File: src/rtl/trap_ctl.sv
// Trap dispatch controller: latches overflow trap requests, waits for the
// instruction boundary, presents the trap offset to microcode and clears the flags.
module trap_ctl (
    input  logic       eboxClk,
    input  logic       eboxReset,
    input  logic       SCD_TRAP_REQ1,
    input  logic       SCD_TRAP_REQ2,
    input  logic       SCD_USER,
    input  logic       CON_TRAP_EN,
    input  logic       CON_INST_DONE,
    input  logic       PI_REQ,
    input  logic       PF_ABORT,
    input  logic       CON_TRAP_TAKEN,
    output logic       TRAP_PEND,
    output logic       TRAP_CYCLE,
    output logic [0:8] TRAP_OFFSET,
    output logic       TRAP_UPT,
    output logic       TRAP_CLR_REQ,
    output logic [1:2] TRAP_CLR_SEL,
    output logic       TRAP_HANG
);

    typedef enum logic [1:0] {
        S_IDLE     = 2'd0,
        S_ARM      = 2'd1,
        S_DISPATCH = 2'd2,
        S_CLEAR    = 2'd3
    } state_t;

    state_t     r_state, w_next;
    logic [1:2] r_v, w_v_next;
    logic       r_m, w_m_next;
    logic [7:0] r_wd, w_wd_next;
    logic       r_hang, w_hang_next;
    logic [1:2] w_req;

    logic       w_pend, w_cycle, w_upt, w_clr_req;
    logic [0:8] w_offset;
    logic [1:2] w_clr_sel;

    assign w_req = {SCD_TRAP_REQ1, SCD_TRAP_REQ2};

    function automatic logic [0:8] f_offset(input logic [1:2] v);
        case (v)
            2'b10:   f_offset = 9'o421;
            2'b01:   f_offset = 9'o422;
            2'b11:   f_offset = 9'o423;
            default: f_offset = 9'o000;
        endcase
    endfunction

    // Outputs are registered from next-state values so TRAP_CYCLE rises on
    // the same edge that samples CON_INST_DONE.
    always_ff @(posedge eboxClk) begin
        if (eboxReset) begin
            r_state      <= S_IDLE;
            r_v          <= 2'b00;
            r_m          <= 1'b0;
            r_wd         <= 8'd0;
            r_hang       <= 1'b0;
            TRAP_PEND    <= 1'b0;
            TRAP_CYCLE   <= 1'b0;
            TRAP_OFFSET  <= 9'd0;
            TRAP_UPT     <= 1'b0;
            TRAP_CLR_REQ <= 1'b0;
            TRAP_CLR_SEL <= 2'b00;
            TRAP_HANG    <= 1'b0;
        end else begin
            r_state      <= w_next;
            r_v          <= w_v_next;
            r_m          <= w_m_next;
            r_wd         <= w_wd_next;
            r_hang       <= w_hang_next;
            TRAP_PEND    <= w_pend;
            TRAP_CYCLE   <= w_cycle;
            TRAP_OFFSET  <= w_offset;
            TRAP_UPT     <= w_upt;
            TRAP_CLR_REQ <= w_clr_req;
            TRAP_CLR_SEL <= w_clr_sel;
            TRAP_HANG    <= w_hang_next;
        end
    end

    always_comb begin
        w_next    = r_state;
        w_v_next  = r_v;
        w_m_next  = r_m;
        w_wd_next = r_wd;
        case (r_state)
            S_IDLE: begin
                if (CON_TRAP_EN && (|w_req)) begin
                    w_next   = S_ARM;
                    w_v_next = w_req;
                    w_m_next = SCD_USER;
                end
            end
            S_ARM: begin
                if (CON_INST_DONE && !PI_REQ) begin
                    w_next    = S_DISPATCH;
                    w_wd_next = 8'd0;
                end else begin
                    w_v_next = r_v | w_req;
                    w_m_next = SCD_USER;
                end
            end
            S_DISPATCH: begin
                // A page fail outranks the acknowledge; the dispatch is retried from ARM.
                if (PF_ABORT)
                    w_next = S_ARM;
                else if (CON_TRAP_TAKEN)
                    w_next = S_CLEAR;
                else if (r_wd != 8'hFF)
                    w_wd_next = r_wd + 8'd1;
            end
            S_CLEAR: begin
                w_next   = S_IDLE;
                w_v_next = 2'b00;
                w_m_next = 1'b0;
            end
            default: w_next = S_IDLE;
        endcase
        w_hang_next = r_hang | (w_wd_next == 8'hFF);
    end

    always_comb begin
        w_pend    = (w_next == S_ARM);
        w_cycle   = (w_next == S_DISPATCH);
        w_clr_req = (w_next == S_CLEAR);
        w_offset  = w_cycle ? f_offset(w_v_next) : 9'd0;
        w_upt     = w_cycle ? w_m_next : 1'b0;
        w_clr_sel = w_clr_req ? w_v_next : 2'b00;
    end

endmodule

File: config.mk
export PLATFORM = sky130hd
export DESIGN_NAME = trap_ctl
export DESIGN_NICKNAME = d
export VERILOG_FILES = /design/src/rtl/trap_ctl.sv
export SDC_FILE = /design/constraint.sdc
export NUM_CORES = 1
export LEC_CHECK = 0
export CORE_MARGIN = 4
export CORE_UTILIZATION = 45
export CTS_CLUSTER_SIZE = 40
export DETAILED_ROUTE_END_ITERATION = 12
export GPL_TIMING_DRIVEN = 0
export MAX_ROUTING_LAYER = met4
export PLACE_DENSITY = 0.82
export SLEW_MARGIN = 25
export SYNTH_ARGS = -nofsm -noshare
export SYNTH_HDL_FRONTEND = slang
export SYNTH_SLANG_ARGS = --single-unit
File: constraint.sdc
create_clock -name eboxClk -period 2.55 [get_ports eboxClk]
set_input_delay 0.765 -clock eboxClk [delete_from_list [all_inputs] [get_ports eboxClk]]
set_output_delay 0.765 -clock eboxClk [all_outputs]
set_load 0.01 [all_outputs]
==> impl_results.md, run 1 <==
* Status: finished, final reports clean
* WL met2 at 1326 um
* Data arrival time of the worst path at ~2600 ps
* VDD IR max at 361.4 uV
* Top cell family by delay on the critical path: compound AO/OA/AOI/OAI gates
* Number of flops mapped to enable cells by yosys at 0
* Final estimated routing congestion in global placement at 0.8745
* F_max at 425.9 MHz
* Leading area contributor after synthesis: dfxtp_1
* Core area at 2477 sq um
* CTS tree: built
* End of the worst register-to-register path: r_hang$_SDFF_PP0_
* Hold Path Stages at 1
* Post-layout min period at approximately 2300 ps
* Yosys warns at 0
* Diode count at 0
* Inserted Clock Buffers at 3
* Max-slew headroom at 66.30%
* Drt pass-1 iters at 4
* Pin count of the biggest net entering global routing at 13
* Req. time, crit path at 2770 ps
* Vias at 1088
* Initial antenna violation count at 0
* Period utilization at 92.08%
* Top cell by count, worst path: o21ai_1
* Drt wl/cell at 14.31 um
* Area fraction of the dominant cell type after synthesis at between 30 and 40%
* Net switching power at 0.1794 mW
* Internal Power at 0.4891 mW
* Sw frac at 26.84%
* Max Cap Viol at 0
* Post-cts resize count at 0
* H-tree levels at 1
* Top layer in use: met4
* Max Slew Vio Count at 0
* Ports at 26
* Crit. End Element: flip-flop
* Combinational share of power at 19.1%
* Later-pin clock latency in the skew report at 310 ps
* Placed cell count at 190
* HPWL after DPL at 2190 um
* Worst Skew at ~1.5 ps
* Nets at 179
* Drt drc at 0
* Fillers at about 240
* Hold-fix buffers, CTS at 0
* Unique masters post-synth at 43
* Seq pwr share at 56.1%
* Slowest cell on the critical path: clkdlybuf4s50_1
* Synth Instances at 136
* Initial core utilization at 47.27%
* Final hold vios at 0
* Largest stage delay, worst path at 460 ps
* Post-synthesis sequential area ratio at between 30 and 40%
* Syn-to-layout area delta at 23.82%
* CP Class: primary input to flip-flop
* RSZ-0062 raised after global routing: false
* Final WL at 2777 um
* Root Buffer: clkbuf_4
* Crit-path max FO at 6
* Die ar. at 3483 sq um
* Flop-to-flop setup slack at roughly 280 ps
* Die Ht at 59.02 um
* Non-Filler Instances at 194
* Vias in the first global route at 997
* Top cells by area, synth: dfxtp_1 (39%), buf_4 (4.5%), nor2_1 (4.5%)
* Critical Path Source: CON_TRAP_TAKEN
* DR iter-0 viols at 37
* Grt ovf at 0
* Hold crit path type: flip-flop to flip-flop
* Layout cells sized above 1 at between 10% and 20%
* CP cell instances: clkdlybuf4s50_1 > nor2_1 > o21ai_1 > o21a_1 > o21ai_1 > a2111oi_2 > a22o_2
* Clock Tree Buf Depth at 2
* Top cells by count, synth: dfxtp_1 (23), nor2_1 (14), nand2_1 (9)
* Yosys reg bits at 23
* PwrDens at 461.0 nW/um^2
* Async set-or-reset flop fraction in the synthesized netlist at 0%
* Post-Syn Area per Cell at 8.611 sq um
* Part of the power in the clock network at between 20% and 30%
* All-layer global routing usage at approximately 18%
* Mapped cell area at 1171 sq um
* Most numerous cell in the Yosys netlist: dfxtp_1
* Core Rows at 18
* R2R depth at 7
* Vias/cell at around 5.6
* CP bufs+invs at 1
* Hold Crit Endpoint: r_hang$_SDFF_PP0_
* Antenna viol nets, final at 0
* Setup TNS at 0 ps
* I/O Buffers at 20
* CTS clk-pin slew, worst paths at approximately 120 ps
* RR Startpoint: r_state[0]$_SDFF_PP0_
* Leakage power at 0.5639 nW
* Met3 wire length at around 150 um
* Wire length on met1 at 1239 um
* Hold Crit Start: r_hang$_SDFF_PP0_
* Number of clock sinks at 23
* Postcts setup bufs at 0
* Chip width at 59.02 um
* First-pass GRT wire length at 4595 um
* Least-Margin Pin Slew at 505.5 ps
* Post-synth top flop: dfxtp_1
* # setup viols final at 0
* Startpoint types: primary input
## metrics by stage
stage               utilization (%)  hold WS, ps  power (mW)  setup WS, ps  instance area, sq um
global placement              57.47        472.4      0.5047        -112.6                  1424
finish                        58.54        504.7      0.6685         202.0                  1450
detailed placement            57.47        482.5      0.5093        -127.9                  1424
floorplan                         -        475.5      0.4645         534.0                  1186
global route                  58.54        519.6      0.7049         84.57                  1450
CTS                           58.54        511.5      0.6770         211.2                  1450
## per-layer routing
layer	vias to the layer above	global-route usage, %
met4	0	7.120
met5	-	-
met1	507	22.85
met2	32	27.60
met3	10	3.486
li1	539	-
## power by group through the flow
stage / clock network, mW / registers [mW] / logic [mW]
2_1_floorplan: 0 / 0.384 / 0.0809
3_3_place_gp: 0 / 0.382 / 0.122
3_5_place_dp: 0 / 0.383 / 0.126
4_1_cts: 0.175 / 0.375 / 0.127
5_1_grt: 0.188 / 0.377 / 0.141
6_report: 0.165 / 0.375 / 0.128
## logic make-up after synthesis
family                     Yosys count  share of synthesized area, %
buffers and inverters               16                         7.478
AOI/OAI and AO/OA                   39                         23.29
and+or+nand+nor                     53                         25.32
adders and majority gates            4                         4.274
DFF                                 23                         39.32
other                                1                        0.3202
## cell type report
cell class	instances	area, sq um	share of cell area (%)
multi-input cells	101	638.1	44.00
flip-flops and latches	23	460.4	31.75
repair buffers	20	200.2	13.81
plain buffers	9	61.31	4.228
well taps	30	37.54	2.588
clock buffers	4	26.28	1.812
inverters	7	26.28	1.812
## how the worst max path moves through the flow
stage                             end  cells after the start
floorplan           r_hang$_SDFF_PP0_                      5
global placement    r_hang$_SDFF_PP0_                      7
detailed placement  r_hang$_SDFF_PP0_                      7
CTS                 r_hang$_SDFF_PP0_                      7
global route        r_hang$_SDFF_PP0_                      7
finish              r_hang$_SDFF_PP0_                      7
## placed cells by master (no fill, tap or decap), drive strengths merged, types with 2 or more instances in the layout
cell           Yosys  layout
dfxtp             23      23
clkdlybuf4s50      0      20
nor2              14      14
nand2              9       9
o21ai              8       8
inv                7       7
buf                7       7
a21oi              7       7
nand3              7       7
clkbuf             2       6
conb               1       5
o22ai              4       4
nor3               4       4
ha                 4       4
a31oi              3       3
and3               3       3
nor2b              3       3
nand2b             2       2
nand3b             2       2
o211ai             2       2
a22oi              2       2
and2               2       2
nor3b              2       2
a22o               2       2
## flip-flops by register name (all words and copies together), names as in the netlist
name          flops
r_wd              8
r_v               2
TRAP_OFFSET       3
TRAP_CLR_SEL      2
r_m               1
TRAP_CYCLE        1
r_hang            1
r_state           2
TRAP_UPT          1
TRAP_CLR_REQ      1
TRAP_PEND         1
Power figures use the tool's default switching activity.
==> inputs of run 2 (changes only) <==
--- a/config.mk
+++ b/config.mk
@@ -6,12 +6,12 @@
 export NUM_CORES = 1
 export LEC_CHECK = 0
 export CORE_MARGIN = 4
-export CORE_UTILIZATION = 45
+export CORE_UTILIZATION = 49
 export CTS_CLUSTER_SIZE = 40
 export DETAILED_ROUTE_END_ITERATION = 12
 export GPL_TIMING_DRIVEN = 0
 export MAX_ROUTING_LAYER = met4
-export PLACE_DENSITY = 0.82
+export PLACE_DENSITY = 0.88
 export SLEW_MARGIN = 25
 export SYNTH_ARGS = -nofsm -noshare
 export SYNTH_HDL_FRONTEND = slang
==> run 2 against run 1 <==
Effect of this change:
- total power up 0.97%
- utilization up 6.3 points
- final cell count down 1.0%
- combinational power about the same
- sequential power about the same
- register-to-register slack worse by 20 ps
- wire length down 1.4%
- first-iteration DRC count up 27%
- die area down 7.1%
- non-clock buffer count unchanged
- fmax down 0.13%
==> impl_results.md, run 2 (synthesized netlist as in run 1, its figures left out) <==
* Fillers at 180
* Pre-CTS setup slack at -87.87 ps
* Hold Path Stages at 1
* Die ar. at 3236 sq um
* Hold crit path type: flip-flop to flip-flop
* Worst Skew at 0.7311 ps
* HPWL after DPL at 2154 um
* PwrDens at 465.9 nW/um^2
* Crit-path max FO at 6
* VDD IR max at 455.4 uV
* Final hold vios at 0
* Hold-fix buffers, CTS at 0
* Part of the power in the clock network at 25.7%
* I/O Buffers at 20
* Reg with most FFs: r_wd
* End of the worst register-to-register path: r_hang$_SDFF_PP0_
* Ports at 26
* Inserted Clock Buffers at 3
* Flop-to-flop setup slack at approximately 260 ps
* Placed cell count at 188
* Power Total at 0.6750 mW
* Biggest regs: r_wd: 8 flops, TRAP_OFFSET: 3 flops
* Syn-to-layout area delta at 23.72%
* Net switching power at 0.1884 mW
* Pin count of the biggest net entering global routing at 14
* Final estimated routing congestion in global placement at 1.033
* All-layer global routing usage at 18.38%
* Clock Tree Buf Depth at 2
* CP cell instances: clkdlybuf4s50_1 > nor2_1 > o21ai_1 > o21ai_0 > o21ai_0 > and4bb_1 > a22o_2
* Sw frac at 27.91%
* First-pass GRT wire length at 4629 um
* Status: finished, final reports clean
* Most common cell after layout, fill and taps aside: dfxtp_1
* Period utilization at 92.20%
* Chip width at 56.89 um
* Antenna viol nets, final at 0
* Drt drc at 0
* CTS clk-pin slew, worst paths at 130 ps
* Postcts setup bufs at 0
* Number of clock sinks at 23
* Grt ovf at 0
* Leakage power at around 0.57 nW
* Hold Crit Start: r_hang$_SDFF_PP0_
* Req. time, crit path at 2780 ps
* Initial core utilization at 52.44%
* Core Rows at 17
* Post-cts resize count at 0
* Non-Filler Instances at ~190
* RR Startpoint: r_state[0]$_SDFF_PP0_
* Layout cells sized above 1 at a little under an eighth
* Startpoint types: primary input
* Vias at about 1100
* Slowest cell on the critical path: clkdlybuf4s50_1
* Internal Power at between 0.4 and 0.5 mW
* Drt wl/cell at around 14 um
* Initial antenna violation count at 0
* RSZ-0062 raised after global routing: false
* Crit. End Element: flip-flop
* Post-layout min period at 2351 ps
* Root Buffer: clkbuf_4
* Data arrival time of the worst path at around 2600 ps
* Diode count at 0
* H-tree levels at 1
* Vias/cell at roughly 5.7
* Die Ht at approximately 57 um
* Final worst slack at 199.0 ps
* Largest stage delay, worst path at between 400 and 500 ps
* Max Cap Viol at 0
* Nets at 179
* Core area at 2233 sq um
* F_max at 425.3 MHz
* Hold Crit Endpoint: r_hang$_SDFF_PP0_
* Top cell by count, worst path: o21ai_0
* CTS tree: built
* # setup viols final at 0
* Drt pass-1 iters at 5
* Later-pin clock latency in the skew report at ~320 ps
* Combinational share of power at 18.7%
* R2R depth at 7
* DR iter-0 viols at 47
* Seq pwr share at 55.6%
* Most frequent cells in the layout: dfxtp_1 (23), clkdlybuf4s50_1 (20), nor2_1 (14), nand2_1 (9)
* Final WL at about 2700 um
* Vias in the first global route at 1015
* Max Slew Vio Count at 0
* Max reg flops at 8
* CP Class: primary input to flip-flop
==> run 2: cell count changes in the layout (fill, tap and decap cells not counted), sizes merged <==
cell    change
clkinv      +1
clkbuf      -1
==> run 2: worst max-delay path by stage <==
| stage | end | cells after the start | startpoint | slack [ps] |
|---|---|---|---|---|
| global placement | r_hang$_SDFF_PP0_ | 7 | CON_TRAP_TAKEN | -60 |
| finish | r_hang$_SDFF_PP0_ | 7 | CON_TRAP_TAKEN | 200 |
| floorplan | r_hang$_SDFF_PP0_ | 5 | PF_ABORT | 530 |
| global route | r_hang$_SDFF_PP0_ | 7 | CON_TRAP_TAKEN | 120 |
| detailed placement | r_hang$_SDFF_PP0_ | 6 | PF_ABORT | -90 |
| CTS | r_hang$_SDFF_PP0_ | 6 | PF_ABORT | 240 |
==> run 2: power groups by stage <==
stage	sequential, mW	combinational, mW	clock [mW]
after floorplan	0.384	0.0809	0
after global placement	0.383	0.121	0
after detailed placement	0.383	0.125	0
after CTS	0.375	0.126	0.175
after global routing	0.377	0.138	0.187
final	0.375	0.127	0.173
==> run 2: worst max-delay path: cells and delay by family <==
family / cells / cell delay, ps
AOI/OAI and AO/OA: 4 / 790
buffers and inverters: 1 / 450
and+or+nand+nor: 2 / 580
==> run 2: stage by stage <==
stage                     cell area (sq um)  setup TNS, ps  util (%)  hold WS [ps]
after floorplan                        1186              0         -         475.5
after global placement                 1421         -64.36     63.64         469.7
after detailed placement               1421         -87.87     63.64         472.0
after CTS                              1449              0     64.87         509.7
after global routing                   1449              0     64.87         531.1
final                                  1449              0     64.87         510.5
==> run 2: metal layers <==
metal | up-vias | part of all wire [%] | wire length, um | GRT usage [%]
li1 | 540 | - | - | -
met1 | 499 | 41 | 1119 | 22.84
met2 | 48 | 51 | 1394 | 31.00
met3 | 9 | 6.1 | 166 | 2.989
met4 | 0 | 2.1 | 58 | 4.305
met5 | - | 0 | 0 | -
==> run 2: area by class of cell <==
| cell class | instances | area, sq um | share of cell area (%) |
|---|---|---|---|
| sequential | 23 | 460.4 | 31.78 |
| timing repair buffer | 20 | 200.2 | 13.82 |
| clock buffer | 3 | 22.52 | 1.554 |
| buffer | 9 | 61.31 | 4.231 |
| multi-input combinational | 101 | 638.1 | 44.04 |
| inverter | 7 | 26.28 | 1.813 |
| tap | 28 | 35.03 | 2.418 |
| clock inverter | 1 | 5.005 | 0.3454 |
